## src/rtl/mips_pkg.sv

```systemverilog
// Shared definitions for the MIPS pipeline slice.
//   ex_state_t : execute-stage status reported on ex_status
//   ALU_*      : ULAcontrol encodings understood by mips_alu
//   FWD_*      : operand forwarding selects
package mips_pkg;

  typedef enum logic [1:0] {
    EX_NORMAL = 2'd0,
    EX_STALL  = 2'd1,
    EX_FLUSH  = 2'd2,
    EX_ERROR  = 2'd3
  } ex_state_t;

  localparam logic [2:0] ALU_AND = 3'b000;
  localparam logic [2:0] ALU_OR  = 3'b001;
  localparam logic [2:0] ALU_ADD = 3'b010;
  localparam logic [2:0] ALU_SUB = 3'b110;
  localparam logic [2:0] ALU_SLT = 3'b111;

  localparam logic [1:0] FWD_REG = 2'b00;
  localparam logic [1:0] FWD_WB  = 2'b01;
  localparam logic [1:0] FWD_MEM = 2'b10;

  // Anything outside the five implemented encodings is illegal.
  function automatic logic is_illegal_op(input logic [2:0] op);
    return !(op == ALU_AND || op == ALU_OR || op == ALU_ADD ||
             op == ALU_SUB || op == ALU_SLT);
  endfunction

endpackage

```

## src/rtl/mips_alu.sv

```systemverilog
// Combinational ALU for the execute stage.
//   a, b     : operands
//   op       : ULAcontrol encoding (see mips_pkg)
//   result   : operation result (0 for illegal ops)
//   zero     : result == 0
//   overflow : signed overflow of ADD/SUB, 0 otherwise
//   illegal  : op is not an implemented encoding
module mips_alu
  import mips_pkg::*;
#(
  parameter int DATA_W = 32
) (
  input  logic [DATA_W-1:0] a,
  input  logic [DATA_W-1:0] b,
  input  logic [2:0]        op,
  output logic [DATA_W-1:0] result,
  output logic              zero,
  output logic              overflow,
  output logic              illegal
);

  logic [DATA_W-1:0] sum;
  logic [DATA_W-1:0] diff;
  logic              a_lt_b;

  assign sum    = a + b;
  assign diff   = a - b;
  assign a_lt_b = $signed(a) < $signed(b);

  always_comb begin
    result   = '0;
    overflow = 1'b0;
    illegal  = 1'b0;
    case (op)
      ALU_AND: result = a & b;
      ALU_OR:  result = a | b;
      ALU_ADD: begin
        result   = sum;
        // Same-sign operands producing a differently signed sum.
        overflow = (a[DATA_W-1] == b[DATA_W-1]) && (sum[DATA_W-1] != a[DATA_W-1]);
      end
      ALU_SUB: begin
        result   = diff;
        // Opposite-sign operands where the difference takes b's sign.
        overflow = (a[DATA_W-1] != b[DATA_W-1]) && (diff[DATA_W-1] != a[DATA_W-1]);
      end
      ALU_SLT: result = {{(DATA_W-1){1'b0}}, a_lt_b};
      default: illegal = 1'b1;
    endcase
  end

  assign zero = (result == '0);

endmodule

```

## src/rtl/ex_mem_stage.sv

```systemverilog
// Execute stage plus EX/MEM pipeline register.
//   clk, reset           : clock, asynchronous active-high reset
//   stall, flush         : hold / bubble-insert control for EX/MEM
//   *_in                 : ID/EX data and control for the EX instruction
//   forward_a/b, wb_result : MEM/WB forwarding selects and write-back value
//   branch_taken/target  : combinational beq redirect to fetch
//   *_out                : registered EX/MEM contents for the MEM stage
//   ex_status, error_flag: stage status and sticky illegal-op flag
//   stall/flush/branch_count : free-running wrapping event counters
module ex_mem_stage
  import mips_pkg::*;
#(
  parameter int DATA_W = 32,
  parameter int REG_W  = 5,
  parameter int CNT_W  = 32
) (
  input  logic              clk,
  input  logic              reset,
  input  logic              stall,
  input  logic              flush,
  input  logic              valid_in,
  input  logic [DATA_W-1:0] pc_plus4_in,
  input  logic [DATA_W-1:0] reg_data1_in,
  input  logic [DATA_W-1:0] reg_data2_in,
  input  logic [DATA_W-1:0] signimm_in,
  input  logic [REG_W-1:0]  rt_in,
  input  logic [REG_W-1:0]  rd_in,
  input  logic              regwrite_in,
  input  logic              memtoreg_in,
  input  logic              memwrite_in,
  input  logic              memread_in,
  input  logic              ULAsrc_in,
  input  logic              regdst_in,
  input  logic              branch_in,
  input  logic [2:0]        ULAcontrol_in,
  input  logic [1:0]        forward_a,
  input  logic [1:0]        forward_b,
  input  logic [DATA_W-1:0] wb_result,
  output logic              branch_taken,
  output logic [DATA_W-1:0] branch_target,
  output logic [DATA_W-1:0] alu_result_out,
  output logic [DATA_W-1:0] write_data_out,
  output logic [REG_W-1:0]  write_reg_out,
  output logic              regwrite_out,
  output logic              memtoreg_out,
  output logic              memwrite_out,
  output logic              memread_out,
  output logic              valid_out,
  output logic              overflow_out,
  output logic [1:0]        ex_status,
  output logic              error_flag,
  output logic [CNT_W-1:0]  stall_count,
  output logic [CNT_W-1:0]  flush_count,
  output logic [CNT_W-1:0]  branch_count
);

  // ---------------- Forwarding ----------------
  logic [DATA_W-1:0] op_a;
  logic [DATA_W-1:0] fwd_b;
  logic [DATA_W-1:0] op_b;

  always_comb begin
    op_a = reg_data1_in;
    case (forward_a)
      FWD_MEM: op_a = alu_result_out;
      FWD_WB:  op_a = wb_result;
      default: op_a = reg_data1_in;
    endcase
  end

  always_comb begin
    fwd_b = reg_data2_in;
    case (forward_b)
      FWD_MEM: fwd_b = alu_result_out;
      FWD_WB:  fwd_b = wb_result;
      default: fwd_b = reg_data2_in;
    endcase
  end

  assign op_b = ULAsrc_in ? signimm_in : fwd_b;

  // ---------------- ALU ----------------
  logic [DATA_W-1:0] alu_result;
  logic              alu_zero;
  logic              alu_overflow;
  logic              alu_illegal;

  mips_alu #(.DATA_W(DATA_W)) u_alu (
    .a        (op_a),
    .b        (op_b),
    .op       (ULAcontrol_in),
    .result   (alu_result),
    .zero     (alu_zero),
    .overflow (alu_overflow),
    .illegal  (alu_illegal)
  );

  // beq compares the forwarded register values, not the ALU operand B,
  // so zero from the ALU is not the branch condition here.
  logic alu_zero_unused;
  assign alu_zero_unused = alu_zero;

  // ---------------- Branch resolution ----------------
  assign branch_taken  = valid_in & branch_in & (op_a == fwd_b) & ~stall & ~flush;
  assign branch_target = pc_plus4_in + {signimm_in[DATA_W-3:0], 2'b00};

  // ---------------- EX/MEM register ----------------
  logic              capture;
  logic              error_set;
  logic [REG_W-1:0]  write_reg;

  assign capture   = ~flush & ~stall;
  assign error_set = valid_in & alu_illegal & capture;
  assign write_reg = regdst_in ? rd_in : rt_in;

  logic [DATA_W-1:0] alu_result_reg;
  logic [DATA_W-1:0] write_data_reg;
  logic [REG_W-1:0]  write_reg_reg;
  logic              regwrite_reg;
  logic              memtoreg_reg;
  logic              memwrite_reg;
  logic              memread_reg;
  logic              valid_reg;
  logic              overflow_reg;
  logic              error_reg;

  always_ff @(posedge clk or posedge reset) begin
    if (reset) begin
      alu_result_reg <= '0;
      write_data_reg <= '0;
      write_reg_reg  <= '0;
      regwrite_reg   <= 1'b0;
      memtoreg_reg   <= 1'b0;
      memwrite_reg   <= 1'b0;
      memread_reg    <= 1'b0;
      valid_reg      <= 1'b0;
      overflow_reg   <= 1'b0;
    end else if (flush) begin
      alu_result_reg <= '0;
      write_data_reg <= '0;
      write_reg_reg  <= '0;
      regwrite_reg   <= 1'b0;
      memtoreg_reg   <= 1'b0;
      memwrite_reg   <= 1'b0;
      memread_reg    <= 1'b0;
      valid_reg      <= 1'b0;
      overflow_reg   <= 1'b0;
    end else if (!stall) begin
      alu_result_reg <= alu_result;
      write_data_reg <= fwd_b;
      write_reg_reg  <= write_reg;
      // Illegal ops must never modify architectural state downstream.
      regwrite_reg   <= regwrite_in & valid_in & ~alu_illegal;
      memtoreg_reg   <= memtoreg_in & valid_in;
      memwrite_reg   <= memwrite_in & valid_in & ~alu_illegal;
      memread_reg    <= memread_in & valid_in;
      valid_reg      <= valid_in;
      overflow_reg   <= alu_overflow;
    end
  end

  always_ff @(posedge clk or posedge reset) begin
    if (reset) begin
      error_reg <= 1'b0;
    end else if (error_set) begin
      error_reg <= 1'b1;
    end
  end

  assign alu_result_out = alu_result_reg;
  assign write_data_out = write_data_reg;
  assign write_reg_out  = write_reg_reg;
  assign regwrite_out   = regwrite_reg;
  assign memtoreg_out   = memtoreg_reg;
  assign memwrite_out   = memwrite_reg;
  assign memread_out    = memread_reg;
  assign valid_out      = valid_reg;
  assign overflow_out   = overflow_reg;
  assign error_flag     = error_reg;

  // ---------------- Status FSM ----------------
  ex_state_t state_reg;
  ex_state_t state_next;

  always_ff @(posedge clk or posedge reset) begin
    if (reset) begin
      state_reg <= EX_NORMAL;
    end else begin
      state_reg <= state_next;
    end
  end

  always_comb begin
    state_next = EX_NORMAL;
    if (state_reg == EX_ERROR || error_reg || error_set) begin
      state_next = EX_ERROR;
    end else if (flush) begin
      state_next = EX_FLUSH;
    end else if (stall) begin
      state_next = EX_STALL;
    end
  end

  assign ex_status = state_reg;

  // ---------------- Event counters ----------------
  // Index 0: stall, 1: flush, 2: taken branch.
  logic [2:0]         cnt_inc;
  logic [3*CNT_W-1:0] cnt_bus;

  assign cnt_inc = {branch_taken, flush, stall};

  generate
    for (genvar gi = 0; gi < 3; gi++) begin : g_cnt
      logic [CNT_W-1:0] cnt_reg;

      always_ff @(posedge clk or posedge reset) begin
        if (reset) begin
          cnt_reg <= '0;
        end else if (cnt_inc[gi]) begin
          cnt_reg <= cnt_reg + 1'b1;
        end
      end

      assign cnt_bus[gi*CNT_W +: CNT_W] = cnt_reg;
    end
  endgenerate

  assign stall_count  = cnt_bus[0*CNT_W +: CNT_W];
  assign flush_count  = cnt_bus[1*CNT_W +: CNT_W];
  assign branch_count = cnt_bus[2*CNT_W +: CNT_W];

endmodule

```

## config.mk

```make
export PLATFORM = sky130hd
export DESIGN_NAME = ex_mem_stage
export DESIGN_NICKNAME = d
export VERILOG_FILES = /design/src/rtl/mips_pkg.sv /design/src/rtl/mips_alu.sv /design/src/rtl/ex_mem_stage.sv
export SDC_FILE = /design/constraint.sdc
export NUM_CORES = 1
export LEC_CHECK = 0
export BUFFER_PORTS_ARGS = -buffer_cell sky130_fd_sc_hd__buf_2
export CAP_MARGIN = 10
export CORE_MARGIN = 2
export CORE_UTILIZATION = 45
export DETAILED_ROUTE_END_ITERATION = 6
export GPL_TIMING_DRIVEN = 1
export PLACE_DENSITY_LB_ADDON = 0.25
export SLEW_MARGIN = 15
export SYNTH_ARGS = -nofsm -noshare
export SYNTH_HDL_FRONTEND = slang
export SYNTH_SLANG_ARGS = --single-unit
```

## constraint.sdc

```tcl
create_clock -name clk -period 6.6 [get_ports clk]
set_input_delay 0 -clock clk [delete_from_list [all_inputs] [get_ports clk]]
set_output_delay 0 -clock clk [all_outputs]
set_load 0.03 [all_outputs]
```

==> flow_summary.yaml, run 1 <==
run_status:
  outcome: "finished clean"
critical_path:
  end_kind: "flop"
  critPathMaxFanout: 51
  crit_required_ns: 6.93
  worst_setup_path_start_kind: "input port"
  critPathKind: "input port to flop"
  crit_arrival_ns: 4.82
synth:
  synth_edf_count: 0
  synth.avg_cell_area_um2: 8.028
  seq_area_frac_synth_pct: 28.87
  ys_warn_count: 0
  synth_top_flop_cell: "dfrtp_1"
  syn_area_mm2: 0.01508
  syn-instance-count: 1879
  syn_nets: 2213
  yosysUniqueCellTypes: 74
  ys_seq_elements: 174
  async_flop_share_pct: 100.0
placement:
  gpl.final_weighted_congestion: 0.9739
  dp_hpwl_mm: 43.12
  numPortBuffers: 391
  pre_cts_slack_ns: 1.770
  placed_cells: 2633
  placed_area_mm2: 0.01732
layout:
  drive_gt1_share_pct: 21.03
  area_growth_pct: 20.58
  nets: 2561
  mostFrequentLayoutCells: "391 x buf_2, 239 x nor2_1, 181 x a21oi_1, 174 x dfrtp_1, 140 x ha_1"
  layout.cells.non_filler: 2691
  final_core_utilization_pct: 54.65
  final_common_cell: "buf_2"
  design_area_mm2: 0.01819
min_path:
  hp-class: "input port to output pin"
power_and_ir_drop:
  power_frac_seq_pct: 31.2
  p_int_mw: 2.202
  p_sw_share_pct: 43.46
  pwr-share-comb_pct: 41.2
  vdd_drop_max_mv: 0.1624
  clockPowerShare_pct: 27.7
  p_leak_nw: 9.053
  p_total_mw: 3.894
  power_switching_mw: 1.692
  p_per_area_mw_per_mm2: 214.1
routing:
  vias: 15770
  dr.pass1.iters: 5
  wl_mm: 56.87
  post_drt_wl_per_cell_um: 21.13
  vias_per_cell: 5.860
  drt_iter0_drc: 1218
  drc: 0
  postRouteAntennaNets: 0
floorplan:
  core_area_mm2: 0.03328
  die_y_um: 187.1
  dieArea_mm2: 0.03500
  placement_rows: 67
  start_util_pct: 45.33
  fp.dieW_um: 187.1
  ioPinCount: 396
clock_network:
  cts_buffer_depth: 2
  htreeDepth: 4
  root_buffer: "clkbuf_16"
  cts_buffers: 17
  cts_resized: 0
  cts_tree: "done"
  clk_pin_slew_ns: 0.08
  clock_sinks: 174
  insertion_delay_ns: 0.46
timing:
  drv_slew: 0
  fmax_ghz: 0.2230
  finalSetupViolations: 0
  post-route-period-util_pct: 67.95
  skew_ns: 0.01917
  timing.setup.tns_ns: 0
  holdWs_ns: 0.00001323
  rsz0062_at_grt: "no"
  slew_headroom_pct: 34.18
  hold_viol_final: 0
  worstMarginPinSlew_ns: 0.9873
  setup_slack_ns: 2.115
  finalCriticalPeriod_ns: 4.485
global_route:
  first_global_vias: 15170
  overflow: 0
  grt_max_degree: 101
  grt_antenna_before_repair: 0
  grt_use_total_pct: 31.81
  grt_pass1_wl_mm: 87.39
job:
  drv_cap: 0
## power groups by stage
stage | combinational (mW) | clock [mW] | sequential (mW)
after detailed placement | 1.56 | 0 | 1.23
after global placement | 1.54 | 0 | 1.23
after floorplan | 0.958 | 0 | 1.35
after CTS | 1.58 | 1.09 | 1.21
final | 1.60 | 1.08 | 1.21
after global routing | 1.73 | 1.14 | 1.23
## worst max-delay path, cell delays in order
cell,delay (ns)
buf_2,0.09
inv_1,0.04
ha_2,0.95
a21oi_1,0.25
o21ai_0,0.50
ha_1,0.31
inv_1,0.07
fa_1,0.38
nor2b_1,0.19
o31ai_1,0.13
a21oi_1,0.28
o211ai_1,0.19
o21ai_0,0.46
a31oi_1,0.23
nand3_1,0.15
o211ai_2,0.13
xnor2_1,0.17
a221o_1,0.29
## registers in the layout, summed over array words and instances (netlist names)
name / count
alu_result_out: 32
branch_count: 32
flush_count: 32
stall_count: 32
write_data_out: 32
write_reg_out: 5
ex_status: 2
error_flag: 1
memread_out: 1
memtoreg_out: 1
memwrite_out: 1
overflow_out: 1
regwrite_out: 1
valid_out: 1
## kinds of logic after synthesis
group                      count (synthesis)  share of synthesized area, %
DFF                                      174                         28.87
and+or+nand+nor                          589                         17.96
xor gates and xnor gates                 179                         10.39
muxes                                     17                         1.161
adders and majority gates                145                         12.18
AOI/OAI and AO/OA                        550                         23.51
buffers and inverters                    225                         5.939
## final timing paths
check	cells after the start	startpoint	end	slack [ns]
max reg2reg	15	alu_result_out[11]$_DFFE_PP0N_	alu_result_out[31]$_DFFE_PP0N_	2.21
max	18	forward_b[0]	alu_result_out[28]$_DFFE_PP0N_	2.12
max in group asynchronous	4	reset	write_data_out[4]$_DFFE_PP0N_	4.77
min	0	pc_plus4_in[0]	branch_target[0]	0.00001
min in group asynchronous	3	reset	stall_count[7]$_DFFE_PP0P_	0.29
min reg2reg	1	branch_count[31]$_DFFE_PP0P_	branch_count[31]$_DFFE_PP0P_	0.47
## layer usage
layer	wire length, µm	track usage [%]	vias up
li1	-	-	7315
met1	23840	41.75	7534
met2	26020	51.30	819
met3	5145	6.923	101
met4	1858	12.21	0
met5	0	0	-
## timing repair
action | in CTS | in global routing
buffers inserted | 0 | 0
endpoints found under the setup margin | 0 | 0
hold endpoints to repair | 111 | 0
hold buffers | 23 | 0
## cell usage after synthesis (4+ instances only)
cell / count / area (µm²)
xor2_1: 56 / 490.5
a31oi_1: 8 / 50.05
and3_1: 21 / 131.4
ha_1: 142 / 1777
nand3_1: 55 / 275.3
a21o_1: 21 / 157.7
nand4_1: 39 / 244.0
or3_1: 8 / 50.05
o21bai_1: 16 / 120.1
inv_1: 122 / 457.9
mux2i_1: 13 / 130.1
o221ai_1: 6 / 52.55
o21ai_1: 10 / 50.05
o21a_1: 10 / 75.07
buf_4: 4 / 30.03
a311oi_1: 4 / 35.03
a22oi_1: 65 / 488.0
a221o_1: 20 / 200.2
o211ai_1: 7 / 52.55
a21oi_1: 181 / 905.9
o21ai_0: 99 / 495.5
mux2_2: 4 / 45.04
nor2b_1: 13 / 81.33
buf_1: 14 / 52.55
o22ai_1: 13 / 81.33
clkbuf_1: 65 / 244.0
nor3_1: 16 / 80.08
nand2b_1: 12 / 75.07
nor2_1: 239 / 897.1
o31ai_1: 7 / 52.55
and2_1: 11 / 68.82
nor4_1: 7 / 43.79
dfrtp_1: 174 / 4354
or2_2: 8 / 50.05
xnor2_1: 123 / 1077
nand2_1: 138 / 518.0
o311ai_0: 4 / 35.03
a211oi_1: 40 / 300.3
a22o_1: 15 / 131.4
buf_2: 16 / 80.08
and4_1: 6 / 52.55
## area by class of cell
cell class / count / area, µm²
Antenna cell: 3 / 7.507
Clock buffer: 17 / 425.4
Clock inverter: 15 / 201.4
Fill cell: 3151 / 15090
Inverter: 123 / 466.7
Multi-Input combinational cell: 1480 / 9858
Sequential cell: 174 / 4354
Tap cell: 448 / 560.5
Timing Repair Buffer: 431 / 2315
Note: power is estimated with default switching activity, not from simulation.
==> run 2, diff against run 1 <==
==> constraint.sdc (replaced) <==
create_clock -name clk -period 4 [get_ports clk]
set_input_delay 0 -clock clk [delete_from_list [all_inputs] [get_ports clk]]
set_output_delay 0 -clock clk [all_outputs]
set_load 0.03 [all_outputs]
==> flow_summary.yaml, run 2 (synthesized netlist as in run 1, its figures left out) <==
min_path:
  hp-class: "input port to output pin"
  hold_start: "pc_plus4_in[0]"
  min_to: "branch_target[0]"
  min_path_cells: 0
placement:
  dp_hpwl_mm: 45.47
  placed_area_mm2: 0.01835
  gpl.final_weighted_congestion: 0.9904
  numPortBuffers: 391
critical_path:
  crit_arrival_ns: 4.12
  path_buf_inv: 2
  slowest_delay_ns: 0.54
  crit_required_ns: 4.32
  r2r_start: "alu_result_out[1]$_DFFE_PP0N_"
  critPathMaxFanout: 4
  crit_slowest_cell: "or4_4"
  path_cells: "a22oi_1, nor2_1, a21oi_1, o21ai_1, inv_1, buf_4, fa_1, nand2b_4, a221oi_4, nor2_1, or4_4, a21o_1, a2111oi_4, o21ai_1, o211ai_2, xnor2_1, a221o_1"
  critPathKind: "flop to flop"
  ff2ff_setup_slack_ns: 0.20
  worst_setup_path_start_kind: "flop"
  end_kind: "flop"
  cp_top_family: "compound AO/OA/AOI/OAI gates"
  worstReg2RegEnd: "alu_result_out[28]$_DFFE_PP0N_"
  rr_worst_depth: 17
routing:
  dr.pass1.iters: 7
  drc: 1
  post_drt_wl_per_cell_um: 20.19
  postRouteAntennaNets: 0
  vias_per_cell: 5.698
  wl_mm: 56.73
  vias: 16010
  drt_iter0_drc: 1201
run_status:
  outcome: "finished, violations left"
  violations: "design-rule violations"
floorplan:
  fp.dieW_um: 187.1
  dieArea_mm2: 0.03500
  core_area_mm2: 0.03328
  ioPinCount: 396
  placement_rows: 67
  die_y_um: 187.1
  start_util_pct: 45.33
global_route:
  first_global_vias: 15360
  grt_pass1_wl_mm: 87.61
  grt_max_degree: 99
  grt_use_total_pct: 31.84
  overflow: 0
  grt_antenna_before_repair: 3
timing:
  holdWs_ns: 0.0001068
  skew_ns: 0.01823
  finalSetupViolations: 0
  slew_headroom_pct: 35.03
  finalCriticalPeriod_ns: 3.800
  drv_slew: 0
  hold_viol_final: 0
  post-route-period-util_pct: 94.99
  fmax_ghz: 0.2632
  worstMarginPinSlew_ns: 0.9745
clock_network:
  cts_buffer_depth: 2
  cts_tree: "done"
  clock_sinks: 174
  clk_pin_slew_ns: 0.08
  root_buffer: "clkbuf_16"
  htreeDepth: 4
  insertion_delay_ns: 0.44
  post-cts-setup-buffer-count: 0
  cts_buffers: 17
layout:
  final_common_cell: "buf_2"
  drive_gt1_share_pct: 25.97
  nets: 2681
  area_growth_pct: 27.25
  mostFrequentLayoutCells: "391 x buf_2, 239 x nor2_1, 175 x a21oi_1, 174 x dfrtp_1, 140 x buf_4"
  design_area_mm2: 0.01919
power_and_ir_drop:
  p_leak_nw: 9.668
  vdd_drop_max_mv: 0.2584
  p_per_area_mw_per_mm2: 347.7
job:
  drv_cap: 0
[run 2: where the power goes]
group / internal, mW / switching (mW) / total (mW)
Clock: 0.920 / 0.874 / 1.79
Combinational: 1.08 / 1.80 / 2.88
Sequential: 1.87 / 0.133 / 2.00
[run 2: area by class of cell]
class | count | area [µm²]
tap | 448 | 560.5
antenna | 2 | 5.005
clock buffer | 17 | 425.4
multi-input combinational | 1480 | 9918
clock inverter | 15 | 207.7
sequential | 174 | 4354
timing repair buffer | 551 | 3258
inverter | 123 | 465.4
fill | 3148 | 14090
[run 2: how the worst max path moves through the flow]
stage / startpoint / to / slack (ns) / cells after the start
2_1_floorplan: forward_b[0] / alu_result_out[30]$_DFFE_PP0N_ / 0.19 / 18
4_1_cts: alu_result_out[3]$_DFFE_PP0N_ / alu_result_out[31]$_DFFE_PP0N_ / 0.04 / 16
6_report: alu_result_out[1]$_DFFE_PP0N_ / alu_result_out[28]$_DFFE_PP0N_ / 0.20 / 17
3_3_place_gp: forward_b[0] / alu_result_out[29]$_DFFE_PP0N_ / -0.01 / 19
5_1_grt: alu_result_out[8]$_DFFE_PP0N_ / alu_result_out[21]$_DFFE_PP0N_ / -0.003 / 16
3_5_place_dp: forward_b[1] / alu_result_out[31]$_DFFE_PP0N_ / -0.06 / 20
[run 2: per-stage QoR]
step / power (mW) / setup slack, ns / cells / setup TNS [ns] / utilization [%]
3_3_place_gp: 4.804 / -0.01260 / 2761 / -0.01260 / 55.13
6_report: 6.673 / 0.2003 / 2810 / 0 / 57.68
5_1_grt: 7.036 / -0.002982 / 2810 / -0.002982 / 57.68
3_5_place_dp: 4.831 / -0.05827 / 2761 / -0.07212 / 55.13
4_1_cts: 6.651 / 0.04420 / 2808 / 0 / 57.48
2_1_floorplan: 3.804 / 0.1911 / 1879 / 0 / -
[run 2: timing repair]
action,in CTS,in global routing
hold buffers,15,0
resized for setup,0,23
setup endpoints to repair,0,10
hold endpoints to repair,49,0
[run 2: layer usage]
metal	vias to the layer above	wire, µm	global-route usage [%]
met1	7655	23800	40.74
li1	7577	-	-
met3	90	4649	7.054
met2	689	26180	52.19
met4	0	2097	12.85
met5	-	0	0
[run 2: worst reg2reg max path: stages, from the launching register on]
cell       delay [ns]
dfrtp_1          0.43
a22oi_1          0.19
nor2_1           0.06
a21oi_1          0.18
o21ai_1          0.12
inv_1            0.10
buf_4            0.14
fa_1             0.24
nand2b_4         0.08
a221oi_4         0.24
nor2_1           0.11
or4_4            0.54
a21o_1           0.26
a2111oi_4        0.39
o21ai_1          0.14
o211ai_2         0.09
xnor2_1          0.09
a221o_1          0.30
==> run 3, diff against run 2 <==
--- a/config.mk
+++ b/config.mk
@@ -11,7 +11,7 @@
 export CORE_UTILIZATION = 45
 export DETAILED_ROUTE_END_ITERATION = 6
 export GPL_TIMING_DRIVEN = 1
-export PLACE_DENSITY_LB_ADDON = 0.25
+export PLACE_DENSITY = 0.74
 export SLEW_MARGIN = 15
 export SYNTH_ARGS = -nofsm -noshare
 export SYNTH_HDL_FRONTEND = slang
==> flow_summary.yaml, run 3 (synthesized netlist as in run 1, its figures left out) <==
run_status:
  outcome: "finished, violations left"
  violations: "design-rule violations"
critical_path:
  critPathMaxFanout: 5
  critPathKind: "flop to flop"
  worst_setup_path_start_kind: "flop"
  slowest_delay_ns: 0.42
  path_cells: "a22oi_1, nor2_1, a21oi_2, o21ai_1, buf_4, ha_1, buf_4, o211ai_1, o211ai_1, nand3_1, o21ai_0, buf_4, a311o_1, a21oi_2, o31ai_2, mux2i_1, xnor2_1, a221o_1"
  path_common_cell: "buf_4"
  crit_slowest_cell: "dfrtp_1"
  end_kind: "flop"
  crit_required_ns: 4.32
  crit_arrival_ns: 4.14
  ff2ff_setup_slack_ns: 0.18
global_route:
  overflow: 0
  grt_antenna_before_repair: 0
  first_global_vias: 16040
  grt_use_total_pct: 32.71
  grt_max_degree: 175
  grt_pass1_wl_mm: 90.20
layout:
  area_growth_pct: 27.02
  layout.cells.non_filler: 2806
  fill_cells: 3124
  final_common_cell: "buf_2"
  drive_gt1_share_pct: 26.13
  final_core_utilization_pct: 57.57
  mostFrequentLayoutCells: "391 x buf_2, 239 x nor2_1, 175 x a21oi_1, 174 x dfrtp_1, 140 x buf_4"
  nets: 2678
placement:
  numPortBuffers: 391
  pre_cts_slack_ns: -0.1161
  placed_cells: 2760
  dp_hpwl_mm: 46.77
  gpl.final_weighted_congestion: 0.9950
timing:
  timing.setup.tns_ns: 0
  finalSetupViolations: 0
  finalCriticalPeriod_ns: 3.818
  hold_viol_final: 0
  drv_slew: 0
  post-route-period-util_pct: 95.46
  skew_ns: 0.01852
  setup_slack_ns: 0.1817
  slew_headroom_pct: 35.84
  fmax_ghz: 0.2619
  worstMarginPinSlew_ns: 0.9624
clock_network:
  root_buffer: "clkbuf_16"
  cts_tree: "done"
  clock_sinks: 174
  clk_pin_slew_ns: 0.08
  cts_buffer_depth: 2
  htreeDepth: 4
  cts_buffers: 17
  insertion_delay_ns: 0.44
floorplan:
  fp.dieW_um: 187.1
  ioPinCount: 396
  start_util_pct: 45.33
  placement_rows: 67
  core_area_mm2: 0.03328
  dieArea_mm2: 0.03500
  die_y_um: 187.1
routing:
  drt_iter0_drc: 1308
  post_drt_wl_per_cell_um: 20.81
  wl_mm: 58.41
  postRouteAntennaNets: 0
  dr.pass1.iters: 7
  vias: 16190
  drc: 8
  vias_per_cell: 5.770
min_path:
  hp-class: "input port to output pin"
power_and_ir_drop:
  vdd_drop_max_mv: 0.2405
  p_per_area_mw_per_mm2: 347.7
  p_leak_nw: 9.650
job:
  drv_cap: 0
run 3: worst paths after layout:
path	start	to	cells after the start
max	alu_result_out[2]$_DFFE_PP0N_	alu_result_out[21]$_DFFE_PP0N_	18
min	pc_plus4_in[0]	branch_target[0]	0
max reg2reg	alu_result_out[2]$_DFFE_PP0N_	alu_result_out[21]$_DFFE_PP0N_	18
min reg2reg	branch_count[31]$_DFFE_PP0P_	branch_count[31]$_DFFE_PP0P_	1
max in group asynchronous	reset	write_data_out[15]$_DFFE_PP0N_	4
min in group asynchronous	reset	stall_count[7]$_DFFE_PP0P_	4
run 3: area by class of cell:
class | instances | area [µm²] | share of cell area [%]
diodes | 1 | 2.502 | 0.01306
inverters | 123 | 465.4 | 2.429
well taps | 448 | 560.5 | 2.925
repair buffers | 548 | 3228 | 16.85
clock buffers | 17 | 425.4 | 2.220
flip-flops and latches | 174 | 4354 | 22.72
multi-input cells | 1480 | 9935 | 51.85
clock inverters | 15 | 190.2 | 0.9926
run 3: worst max-delay path: cells and delay by family (launching register included):
family,cells,cell delay [ns]
XOR/XNOR,1,0.11
adder cells (fa/ha/maj),1,0.33
flip-flops,1,0.42
buffers and inverters,3,0.51
AND/OR/NAND/NOR,2,0.17
multiplexers,1,0.19
AO/OA/AOI/OAI,10,1.97
run 3: metal layers:
metal	up-vias	global-route usage, %	wire (µm)
met3	109	6.398	4870
met4	0	11.23	1824
met1	7737	41.41	24180
met2	788	55.76	27530
met5	-	0	0
li1	7558	-	-
run 3: what timing repair did:
| item | CTS | global route |
|---|---|---|
| gates resized for setup | 0 | 26 |
| hold endpoints to repair | 182 | 0 |
| buffers inserted | 0 | 1 |
| hold buffers | 12 | 0 |
| setup endpoints to repair | 0 | 16 |
run 3: power by group:
part           total, mW  switching [mW]  leakage, nW  internal, mW
registers           2.00           0.137         2.35          1.87
logic               2.90            1.82         7.01          1.08
clock network       1.76           0.852        0.295         0.906
run 3: per-stage QoR:
step	power, mW	hold slack (ns)	area, µm²
after detailed placement	4.848	0.0002048	18340
final	6.663	0.00003920	19160
after global placement	4.815	0.0002048	18340
after global routing	6.995	0.0001772	19160
after CTS	6.625	0.0002048	19070
after floorplan	3.804	0.1317	15090
